**src/rtl/btn_pulse_conditioner.sv**
```systemverilog
`default_nettype none
// ============================================================================
// Module      : btn_pulse_conditioner
// Description : Per-button synchronizer, debounce FSM and hold-to-repeat
//               generator. Produces a debounced level plus one-cycle
//               press/release pulses for downstream control logic.
// Revision    : 1.0 - initial release
// ============================================================================
module btn_pulse_conditioner #(
  parameter int N_BTN           = 2,
  parameter int DEBOUNCE_CYCLES = 2000000,
  parameter int REPEAT_DELAY    = 62500000,
  parameter int REPEAT_PERIOD   = 25000000,
  parameter int SYNC_STAGES     = 2
) (
  input  logic             clk,
  input  logic             rst,
  input  logic [N_BTN-1:0] btn,
  input  logic             repeat_en,
  output logic [N_BTN-1:0] btn_level,
  output logic [N_BTN-1:0] btn_press,
  output logic [N_BTN-1:0] btn_release
);

  // One counter width serves both the debounce and repeat counters; it is
  // sized for the largest limit so a single shared increment constant works.
  localparam int MAX_DR  = (DEBOUNCE_CYCLES > REPEAT_DELAY) ? DEBOUNCE_CYCLES : REPEAT_DELAY;
  localparam int MAX_LIM = (MAX_DR > REPEAT_PERIOD) ? MAX_DR : REPEAT_PERIOD;
  localparam int CNT_W   = ($clog2(MAX_LIM) < 1) ? 1 : $clog2(MAX_LIM);

  localparam logic [CNT_W-1:0] DB_LIM  = CNT_W'(DEBOUNCE_CYCLES - 1);
  localparam logic [CNT_W-1:0] RD_LIM  = CNT_W'(REPEAT_DELAY - 1);
  localparam logic [CNT_W-1:0] RP_LIM  = CNT_W'(REPEAT_PERIOD - 1);
  localparam logic [CNT_W-1:0] CNT_ONE = CNT_W'(1);

  typedef enum logic [1:0] {
    S_IDLE         = 2'd0,
    S_PRESS_WAIT   = 2'd1,
    S_HELD         = 2'd2,
    S_RELEASE_WAIT = 2'd3
  } state_t;

  for (genvar i = 0; i < N_BTN; i++) begin : g_btn
    logic [SYNC_STAGES-1:0] sync_q;
    logic                   sync;
    state_t                 state_q, state_d;
    logic [CNT_W-1:0]       cnt_q, cnt_d;
    logic [CNT_W-1:0]       rcnt_q, rcnt_d;
    logic [CNT_W-1:0]       rep_lim;
    logic                   periodic_q, periodic_d;
    logic                   level_q, level_d;
    logic                   press_q, press_d;
    logic                   release_q, release_d;

    // Metastability guard: shift the raw asynchronous input through a flop chain.
    always_ff @(posedge clk or posedge rst) begin
      if (rst) begin
        sync_q <= '0;
      end else begin
        sync_q <= {sync_q[SYNC_STAGES-2:0], btn[i]};
      end
    end

    assign sync = sync_q[SYNC_STAGES-1];

    // Next-state logic: debounce both edges, generate press on acceptance and
    // on every auto-repeat interval while the button stays held.
    always_comb begin
      state_d    = state_q;
      cnt_d      = cnt_q;
      rcnt_d     = rcnt_q;
      periodic_d = periodic_q;
      level_d    = level_q;
      press_d    = 1'b0;
      release_d  = 1'b0;
      rep_lim    = periodic_q ? RP_LIM : RD_LIM;

      case (state_q)
        S_IDLE: begin
          if (sync) begin
            state_d = S_PRESS_WAIT;
            cnt_d   = '0;
          end
        end
        S_PRESS_WAIT: begin
          if (!sync) begin
            state_d = S_IDLE;
          end else if (cnt_q == DB_LIM) begin
            state_d    = S_HELD;
            level_d    = 1'b1;
            press_d    = 1'b1;
            rcnt_d     = '0;
            periodic_d = 1'b0;
          end else begin
            cnt_d = cnt_q + CNT_ONE;
          end
        end
        S_HELD: begin
          if (!sync) begin
            state_d = S_RELEASE_WAIT;
            cnt_d   = '0;
          end else if (repeat_en) begin
            if (rcnt_q == rep_lim) begin
              press_d    = 1'b1;
              rcnt_d     = '0;
              periodic_d = 1'b1;
            end else begin
              rcnt_d = rcnt_q + CNT_ONE;
            end
          end else begin
            // Repeat disabled: discard any progress toward the next repeat.
            rcnt_d     = '0;
            periodic_d = 1'b0;
          end
        end
        S_RELEASE_WAIT: begin
          // A bounce back to pressed resumes repeat timing where it paused.
          if (sync) begin
            state_d = S_HELD;
          end else if (cnt_q == DB_LIM) begin
            state_d   = S_IDLE;
            level_d   = 1'b0;
            release_d = 1'b1;
          end else begin
            cnt_d = cnt_q + CNT_ONE;
          end
        end
        default: begin
          state_d = S_IDLE;
          level_d = 1'b0;
        end
      endcase
    end

    // State and output registers; pulses are registered so they are glitch-free.
    always_ff @(posedge clk or posedge rst) begin
      if (rst) begin
        state_q    <= S_IDLE;
        cnt_q      <= '0;
        rcnt_q     <= '0;
        periodic_q <= 1'b0;
        level_q    <= 1'b0;
        press_q    <= 1'b0;
        release_q  <= 1'b0;
      end else begin
        state_q    <= state_d;
        cnt_q      <= cnt_d;
        rcnt_q     <= rcnt_d;
        periodic_q <= periodic_d;
        level_q    <= level_d;
        press_q    <= press_d;
        release_q  <= release_d;
      end
    end

    assign btn_level[i]   = level_q;
    assign btn_press[i]   = press_q;
    assign btn_release[i] = release_q;
  end

endmodule
`default_nettype wire

```
**config.mk**
```make
export PLATFORM = sky130hd
export DESIGN_NAME = btn_pulse_conditioner
export DESIGN_NICKNAME = d
export VERILOG_FILES = /design/src/rtl/btn_pulse_conditioner.sv
export SDC_FILE = /design/constraint.sdc
export NUM_CORES = 1
export LEC_CHECK = 0
export BUFFER_PORTS_ARGS = -buffer_cell sky130_fd_sc_hd__buf_2
export CAP_MARGIN = 40
export CORE_AREA = 4 4 127 129
export DETAILED_ROUTE_END_ITERATION = 7
export DIE_AREA = 0 0 131 133
export HOLD_SLACK_MARGIN = 0.06
export MAX_ROUTING_LAYER = met4
export SLEW_MARGIN = 5
export SYNTH_ARGS = -nofsm -noshare
export SYNTH_HDL_FRONTEND = slang
export SYNTH_SLANG_ARGS = --single-unit
```
**constraint.sdc**
```tcl
create_clock -name clk -period 4.4 [get_ports clk]
set_input_delay 0.22 -clock clk [delete_from_list [all_inputs] [get_ports clk]]
set_output_delay 0.22 -clock clk [all_outputs]
set_load 0.02 [all_outputs]
```
# Yosys cells after proc, flatten, opt, wreduce, memory -nomap -nowiden
# Cells that the tools add are included.
[word_totals]
in_bits = 5
ff_bits = 120
elab_cells = 142
[classes]
reduce_logical = 16
eq_ne = 30
n_addsub = 4
n_mux = 76
[op_table]
columns = ["op", "count"]
rows = [
  ["2-to-1 mux 26 bit", 22],
  ["one-hot mux 26 bit (4 select lines)", 2],
  ["adder 26 x 1 -> 26 bit (second input constant)", 4],
  ["one-hot mux 26 bit (2 select lines)", 2],
  ["equality test 26 x 21 -> 1 bit (second input constant)", 2],
  ["equality test 26 bit", 2],
  ["2-to-1 mux 1 bit", 30],
  ["!= test 2 bit (second input constant)", 14],
  ["2-to-1 mux 2 bit", 12],
  ["AND reduction 4 bit", 6],
  ["AND reduction 5 bit", 4],
  ["!= test 3 bit (second input constant)", 6],
  ["one-hot mux 2 bit (4 select lines)", 2],
  ["one-hot mux 1 bit (2 select lines)", 6],
  ["equality test 2 bit (second input constant)", 4],
  ["nonzero test 2 bit", 4],
  ["equality test 2 x 1 -> 1 bit (second input constant)", 2],
  ["logical NOT 2 bit", 2],
]

# Depth between registers and ports, before layout
# Gate-level depths: netlist of the first run.
[depth]
depth_word = 6
ltp_mapped = 9
depth_no_buf = 7

# Worst setup path before layout of the first run
# No wires, ideal clock.
[synth_path]
path_type = "reg2reg"
startpoint = "reg g_btn[0].cnt_q[9]"
endpoint = "reg g_btn[0].cnt_q[0]"
stages_incl_launch_ff = 7
path_slack_ns = 1.931
n_path_buf = 2
synth_period_minus_slack_ns = 2.469
arrival_time_ns = 2.342
setup_time_ns = 0.128
cell_sequence = "dfrtp_1 -> or4b_4 -> or4_4 -> buf_6 -> o31ai_4 -> buf_6 -> mux2_1"
[synth_via]
elab_chain_cells = 4
[synth_rtl]
columns = ["element", "line_no", "source"]
rows = [
  ["start: declaration", "47", "logic [CNT_W-1:0] cnt_q, cnt_d;"],
  ["start signal: assignment", "147", "cnt_q <= cnt_d;"],
  ["equality test 26 x 21 -> 1 bit *", "88, 120", ""],
  ["2-to-1 mux 26 bit *", "-", ""],
  ["2-to-1 mux 26 bit (on tied branches)", "-", ""],
  ["one-hot mux 26 bit (4 select lines) *", "-", ""],
]
# Every way passes the cells marked *; elsewhere a longest branch is shown, timed or not. The select of a mux whose other input is x is not followed.
# A chain may end at the register's enable or synchronous reset.

# Worst setup path in the final report of the first run
[layout_path]
startpoint = "reg g_btn[1].cnt_q[16]"
endpoint = "reg g_btn[1].rcnt_q[0]"
[layout_via]
elab_chain_cells = 3
[layout_rtl]
columns = ["element", "line_no", "source"]
rows = [
  ["start: declaration", "47", ""],
  ["start signal: assignment", "147", ""],
  ["equality test 26 x 21 -> 1 bit", "88", "end else if (cnt_q == DB_LIM) begin"],
  ["!= test 2 bit (no source line)", "-", ""],
  ["AND reduction 4 bit (no source line)", "-", ""],
  ["end signal: assignment", "148", "rcnt_q <= rcnt_d;"],
  ["end: declaration", "48", "logic [CNT_W-1:0] rcnt_q, rcnt_d;"],
]
# Every way passes these cells.

==> summary by stage, run 1 <==
Status
The flow ran to the end, and the final reports show no timing, DRC or antenna violations.

Logic synthesis
The distinct cell type count after synthesis is 73. Summed over its instances, the top area cell type makes up between 40 and 50% of the synthesized netlist area. The part of the Yosys area used for sequential elements is about two fifths. The top flip-flop cell by instance count after synthesis is dfrtp_1.

The post-synthesis instance area is about 7400 sq um. Summing the areas of all compound-gate instances in the mapped netlist gives around a fifth of the synthesized area. The cell count after synthesis came out at just over 800. The total nets after synthesis is 836. The xor and xnor area share after synthesis is under 10%. Yosys printed 0 warnings. The mean instance size in the synthesized netlist is 9.00 sq um. The mux contribution to synthesized area is 1.00%. The post-synthesis simple-gate area fraction is between 20% and 30%.

The synthesized design contains 0 enable-type register cells. The synthesized netlist devotes a little over 2% of its cell area to adder and majority cells. The async set or reset register ratio after synthesis is 100%. The post-synthesis register bit count is 120. After synthesis, the cell types taking the most area are dfrtp_1, nand2_1, o31ai_1. After synthesis, the largest family of logic cells by area is simple AND/OR/NAND/NOR gates. The biggest area consumer among synthesized cells is dfrtp_1.

Global routing
The remaining global-route overflow is 0. Across every metal layer, demand over resource in global routing totals between 20 and 25%. The wire length of the first global-routing pass is 31000 um. The via count of the first global-routing pass came to slightly above 6000.

Entering global routing, the biggest net connects 53 pins. The number of antenna violations at the first check in global routing is 0.

STA
Summed over all failing endpoints, the final setup total negative slack is 0 ns. The max-slew violation count is 0. For the pin with the worst max-slew slack, the measured transition is a little over 0.9 ns. The number of hold violations in the final report came to 0. Measured against its own limit, the worst slew margin works out to approximately 37%. The count of endpoints failing setup in the final report is 0. Setup repair after global routing left no endpoint under its margin. Based on the critical path, the design can be clocked at up to 326 MHz.

Clock skew on the completed layout was measured at 0.00776 ns. The minimum clock period is 3.07 ns. The final clock period utilization by the worst path is a little over two thirds. Across all setup checks in the final design, the least slack found is 1.33 ns.

Critical path
The capturing element type of the critical path is a flop. Data on the critical path is required at its endpoint by 4.77 ns. The critical path in this run is classified as reg -> reg.

The element type at the critical path start is a flop. The largest driver fanout on the critical path is 13. The endpoint identified for the worst register-to-register timing path is g_btn[1].rcnt_q[0]. The most critical setup path has its startpoint at g_btn[1].cnt_q[16].

For flop-to-flop paths, the worst setup slack is roughly 1.3 ns. For the worst flop-to-flop path, the logic depth is 6. The data arrival time at the worst-slack endpoint is around 3.4 ns. The worst register-to-register path begins at g_btn[1].cnt_q[16].

Clock network
After clock tree synthesis, the clock-pin slew on the worst setup and hold paths is around 0.06 ns. The H-tree depth is 4. The number of buffers on the longest clock path is 2. Post-CTS timing repair inserted 0 buffers for setup. The number of sinks on the clock net is 120.

The number of buffers added to fix hold violations after cts is 3. TritonCTS created 17 clock buffers. The library cell used as clock root buffer is clkbuf_16. The clock tree from TritonCTS is done. The clock latency on the worst-skew pair is about 0.43 ns.

Gates resized during post-CTS repair numbered 0.

Drt
The number of remaining DRC errors is 0. In this run, the number of DRC markers left after iteration 0 of detailed routing was around 560. The number of optimization iterations in the first detailed-route pass is 6. After detailed routing, the number of vias per cell comes to about 6.5. For this block, the via count after detailed routing is roughly 6600. The routed design has ~18000 um of wire. In this run the remaining antenna-violating nets after routing total 0. In the final routed layout, each cell accounts on average for 18.1 um.

Floorplanning
The floorplan step set the die height to 133 um. 11 I/O pins were placed. The core area is 15000 sq um.

The number of standard-cell rows in the floorplan is 45. The die width is between 100 and 150 um. The effective utilization at floorplan is roughly half. The full die area is approximately 17000 sq um.

Placed design
At the end of routability-driven placement, the weighted congestion stood at about 0.9. Input and output buffers added on the ports amount to 10. At the placement stage, the worst setup path has a slack of between 1 and 1.5 ns.

The post-detailed-placement half-perimeter wirelength is between 10000 and 15000 um.

Min path
The worst hold path begins at repeat_en. Counting instances, the worst hold path has a depth of 3. The worst hold path terminates at g_btn[0].press_q. The min-delay analysis places its worst path in the category in -> reg.

Cells and area
Cells with a size suffix above 1 make up 8.13% of the layout. The area growth from synthesis to final layout is 11.4%. The register cell area after layout is approximately 3000 sq um.

The net count of the finished layout is 829. The number of diodes added for antenna fixing is 0. The number of filler instances in the final layout is 1325.

The total area of multi-input combinational cells is ~4000 sq um.

Power and ir drop
Dividing total power by cell area gives a power density of ~450 nW/um^2. The sequential group share of total power is between 30% and 40%. Internal power comes to ~2.5 mW.

The switching power of the nets is roughly 1.2 mW. The share of power burned in combinational logic is 23.8%. The clock network burns about two fifths of the power.

The worst-case IR drop observed on VDD is 0.288 mV. The share of total power consumed by net switching is 32.9%. The reported leakage power is roughly 3.3 nW.

Run
The max-capacitance violation count is 0.
==> state kept, by name (all words and copies together), names as in the netlist, named ones only <==
| signal | cells |
|---|---|
| g_btn.press_q | 2 |
| g_btn.release_q | 2 |
| g_btn.state_q | 2 |
| g_btn.sync_q | 4 |
| g_btn.rcnt_q | 52 |
| g_btn.cnt_q | 52 |
| g_btn.level_q | 2 |
| g_btn.periodic_q | 2 |
==> through the flow <==
| stage | instances | hold WS, ns | util (%) | cell area (sq um) | total power, mW |
|---|---|---|---|---|---|
| after floorplan | 819 | 0.251 | - | 7370 | 1.94 |
| after global placement | 976 | 0.330 | 50.1 | 7520 | 2.12 |
| after detailed placement | 978 | 0.333 | 50.3 | 7550 | 2.17 |
| after CTS | 1012 | 0.170 | 54.7 | 8220 | 3.70 |
| after global routing | 1012 | 0.196 | 54.7 | 8220 | 3.87 |
| final | 1012 | 0.173 | 54.7 | 8220 | 3.68 |
==> cell usage in the layout, fill, tap and decap left out, types with 16 or more instances in the layout <==
| cell | netlist | final |
|---|---|---|
| nand2_1 | 67 | 67 |
| inv_1 | 26 | 25 |
| nor4_1 | 16 | 16 |
| or4_1 | 16 | 16 |
| and3_1 | 22 | 22 |
| nand4_1 | 29 | 29 |
| a21oi_1 | 17 | 17 |
| and4_1 | 17 | 17 |
| nor2_1 | 55 | 55 |
| o21ai_0 | 28 | 27 |
| clkbuf_16 | 0 | 17 |
| o31ai_1 | 32 | 32 |
| nor3_1 | 39 | 39 |
| nand3_1 | 40 | 40 |
| a22o_1 | 25 | 25 |
| dfrtp_1 | 120 | 120 |
==> Yosys cell counts (all sizes together) (4+ instances only) <==
library cell	instances
a21oi	17
a221o	5
a22o	25
a31oi	8
a32oi	5
and2	15
and3	22
and4	17
buf	15
clkbuf	36
dfrtp	120
ha	12
inv	27
mux2i	4
nand2	67
nand2b	10
nand3	40
nand4	29
nor2	55
nor2b	13
nor3	41
nor3b	4
nor4	16
nor4b	13
nor4bb	6
o2111ai	5
o211ai	12
o21a	5
o21ai	39
o311ai	6
o31ai	33
o32ai	4
o41ai	5
or2	5
or3	9
or4	17
xnor2	13
xor2	7
==> layer usage <==
layer / part of all wire [%] / track usage (%) / vias up
li1: - / - / 3123
met1: 47 / 30.6 / 3248
met2: 47 / 33.2 / 176
met3: 4.0 / 4.44 / 29
met4: 1.8 / 8.29 / 0
met5: 0 / - / -
==> worst max-delay path: stages (launching register included) <==
cell and delay [ns]:
dfrtp_1 0.42, nor4b_1 0.49, nand2_1 0.22, o41a_1 0.56
nor3_2 0.81, buf_4 0.34, mux2_2 0.18
==> kinds of logic (layout without fill, tap and decap cells) <==
kind of cell | count (synthesis) | count (layout)
adder cells (fa/ha/maj) | 12 | 12
flip-flops | 120 | 120
AO/OA/AOI/OAI | 194 | 194
XOR/XNOR | 20 | 20
AND/OR/NAND/NOR | 388 | 388
buffers and inverters | 78 | 83
multiplexers | 7 | 7
==> layout make-up <==
| class | count | area share [%] |
|---|---|---|
| multi-input cells | 621 | 49.4 |
| flip-flops and latches | 120 | 36.5 |
| clock buffers | 24 | 5.98 |
| well taps | 188 | 2.86 |
| repair buffers | 25 | 2.25 |
| clock inverters | 7 | 1.71 |
| inverters | 27 | 1.26 |
==> how the worst max path moves through the flow <==
stage | endpoint | slack (ns)
after global routing | g_btn[1].rcnt_q[5] | 1.03
final | g_btn[1].rcnt_q[0] | 1.33
after detailed placement | g_btn[1].rcnt_q[0] | 1.37
after floorplan | asynchronous set/reset pin | 0.99
after global placement | g_btn[0].rcnt_q[17] | 1.47
after CTS | g_btn[1].rcnt_q[0] | 1.30
==> power groups by stage <==
stage	clock network (mW)	logic, mW	registers [mW]
2_1_floorplan	0	0.672	1.27
3_3_place_gp	0	0.830	1.29
3_5_place_dp	0	0.873	1.30
4_1_cts	1.54	0.878	1.28
5_1_grt	1.59	0.979	1.30
6_report	1.52	0.874	1.28
Note: power is estimated with default switching activity, not from simulation.
==> run 2, diff against run 1 <==
==> constraint.sdc (replaced) <==
create_clock -name clk -period 3 [get_ports clk]
set_input_delay 0.15 -clock clk [delete_from_list [all_inputs] [get_ports clk]]
set_output_delay 0.15 -clock clk [all_outputs]
set_load 0.02 [all_outputs]
==> run 2 against run 1 <==
Global-route usage is 0.62 points lower; critical path depth did not move; via count increased by 0.27%; routed wire length down 1.6%; count of clock-buffer cells in the layout down 3; non-clock buffer count up 9; clock skew barely moved.
==> summary by stage, run 2 (synthesis results as in run 1) <==
Power and ir drop
The reported leakage power is 3.31 nW (+0.72%). The areal power density over the cells is 638 nW/um^2 (+42%). The maximum vdd ir drop is 0.441 mV (+53%).

Drt
The number of remaining DRC errors came to 0 (unchanged). The final antenna-violating net count is 0 (unchanged). The vias after detailed routing is 6594 (+0.27%). The routed wire length is 18000 um (-1.6%). The mean routed wirelength per cell is 17.6 um (-2.5%). The number of optimization iterations in the first detailed-route pass is 5 (-1). The routed via count divided by cell count is 6.46 (-0.61%). The DRC marker count from the first detailed-route iteration is 578 (+2.8%).

Floorplanning
The die width is 131 um (unchanged). The number of I/O pins came to 11 (unchanged). The height of the die is 133 um (unchanged). The effective utilization at floorplan is 49.0% (unchanged). The core area is 15000 sq um (unchanged).

The full die area was 17400 sq um (unchanged). The number of standard-cell rows in the floorplan was 45 (unchanged).

Cells and area
Leaving out fill and tap cells, the most frequent cell in the layout is dfrtp_1. The number of diodes added for antenna fixing was 0 (unchanged). The top cell types in the final layout, fill and taps aside, are dfrtp_1, nand2_1, nor2_1. The number of filler instances in the final layout is 1350 (+1.9%). The register cell area after layout is 3000 sq um (unchanged). The share of post-route cells with drive strength above 1 is 9.12% (+0.99 points). The total area of multi-input combinational cells came to 4060 sq um (unchanged). The largest registers in the layout are g_btn.cnt_q (52), g_btn.rcnt_q (52), g_btn.sync_q (4). The area growth from synthesis to final layout is 11.6%. The number of nets in the finished design is 838 (+1.1%). The number of standard cells in the final layout excluding fillers is 1021 (+0.89%).

STA
The worst relative slew slack is 45.2% (+7.8 points). The count of endpoints failing setup in the final report came to 0 (unchanged). The worst clock skew was 0.00796 ns (+0.000203 ns). The final critical-path setup slack is 0.310 ns (-1.02 ns). The final clock period utilization by the worst path is 89.7% (+20 points). The number of hold violations in the final report is 0 (unchanged).

The pin slew with the least headroom to its limit is 0.822 ns (-0.112 ns). The minimum clock period is 2.69 ns (-0.380 ns). Setup repair after global routing left no endpoint under its margin. The total negative slack for setup checks is 0 ns (unchanged). The max-slew violation count is 0 (unchanged). The maximum clock rate is 372 MHz (+14%).

Global routing
The maximum number of pins on one net before global-route repair is 121 (+130%). The remaining global-route overflow was 0 (unchanged). The number of antenna violations at the first check in global routing is 0 (unchanged).

The wire length of the first global-routing pass is 30200 um (-2.5%). The total routing resource utilization after global routing is 21.8% (-0.62 points). The via count of the first global-routing pass is 6148 (-1.4%).

Placed design
The count of placed standard cells including taps came to 987 (+0.92%). The number of I/O port buffers is 10 (unchanged). The worst setup timing slack at the placement stage is 0.369 ns (-0.998 ns). The post-detailed-placement half-perimeter wirelength is 12000 um (-1.6%).

The final estimated routing congestion in global placement was 0.888 (-4.1%).

Clock network
The clock buffer count from CTS is 17 (unchanged). The number of sinks on the clock net is 120 (unchanged). The clock latency on the worst-skew pair is 0.42 ns (about the same). The post-cts gate resize count is 0 (unchanged). The number of buffers on the longest clock path was 2 (unchanged). The library cell used as clock root buffer is clkbuf_16. The clock tree from TritonCTS is done.

The H-tree depth is 4 (unchanged). The clock transition at the registers of the reported paths was 0.05 ns (about the same).

Critical path
The element type at the critical path start is a flop. The worst-case register-to-register setup slack was 0.31 ns (-1.02 ns). The worst setup path is of the reg -> reg kind. The capturing element type of the critical path is a flop. The origin of the critical flop-to-flop path is g_btn[0].cnt_q[9]. The data arrival time at the worst-slack endpoint is 3.01 ns (-0.43 ns).

The worst path required time is 3.32 ns (-1.45 ns). The largest driver fanout on the critical path is 11 (-2). The worst setup path startpoint is g_btn[0].cnt_q[9].

Min path
The worst min-delay path startpoint is repeat_en. The worst hold path belongs to the class in -> reg.

Run
The max-capacitance violation count is 0 (unchanged).

Status
The run finished with clean final reports.
## run 2: cell count changes in the layout (fill, tap and decap cells not counted), sizes merged
cell and delta:
buf +9, bufinv -1, clkbuf -3, clkinv +5
inv -1
## run 2: what timing repair did
| item | 4_1_cts | 5_1_grt |
|---|---|---|
| hold buffers | 3 | 0 |
| endpoints found under the hold margin | 122 | 0 |
| setup buffers | 0 | 0 |
## run 2: metrics by stage
step / hold WS, ns / util (%) / power [mW] / area [sq um]
finish: 0.117 / 54.7 / 5.25 / 8230
global route: 0.154 / 54.7 / 5.53 / 8230
CTS: 0.129 / 54.7 / 5.27 / 8230
detailed placement: 0.261 / 50.7 / 3.23 / 7620
global placement: 0.259 / 50.7 / 3.18 / 7620
floorplan: 0.181 / - / 2.85 / 7380
## run 2: worst max-delay path: stages (launching register included)
cell	delay, ns
dfrtp_1	0.44
or4b_4	0.54
nor4_1	0.49
a21o_1	0.40
nand3_1	0.21
buf_4	0.24
o311ai_1	0.26
## run 2: path summary, 6_finish.rpt
check | end | cells after the start
max | g_btn[0].rcnt_q[17] | 6
min | g_btn[1].press_q | 3
max reg2reg | g_btn[0].rcnt_q[17] | 6
min reg2reg | g_btn[1].sync_q[1] | 0
max in group asynchronous | g_btn[1].level_q | 4
min in group asynchronous | g_btn[0].rcnt_q[1] | 4
## run 2: power by group
part	internal, mW	switching [mW]	leakage [nW]
clock network	1.31	0.718	0.286
registers	1.74	0.141	1.64
logic	0.450	0.888	1.39
## run 2: area by class of cell
| class | count | share of cell area [%] |
|---|---|---|
| Sequential cell | 120 | 36.5 |
| Multi-Input combinational cell | 621 | 49.3 |
| Clock inverter | 10 | 1.55 |
| Tap cell | 188 | 2.86 |
| Timing Repair Buffer | 34 | 3.04 |
| Inverter | 27 | 1.28 |
| Clock buffer | 21 | 5.47 |
## run 2: layer usage
metal / wire [um] / track usage, %
met4: 316 / 7.43
met5: 0 / -
met3: 794 / 4.52
met1: 8630 / 30.5
met2: 8270 / 31.6
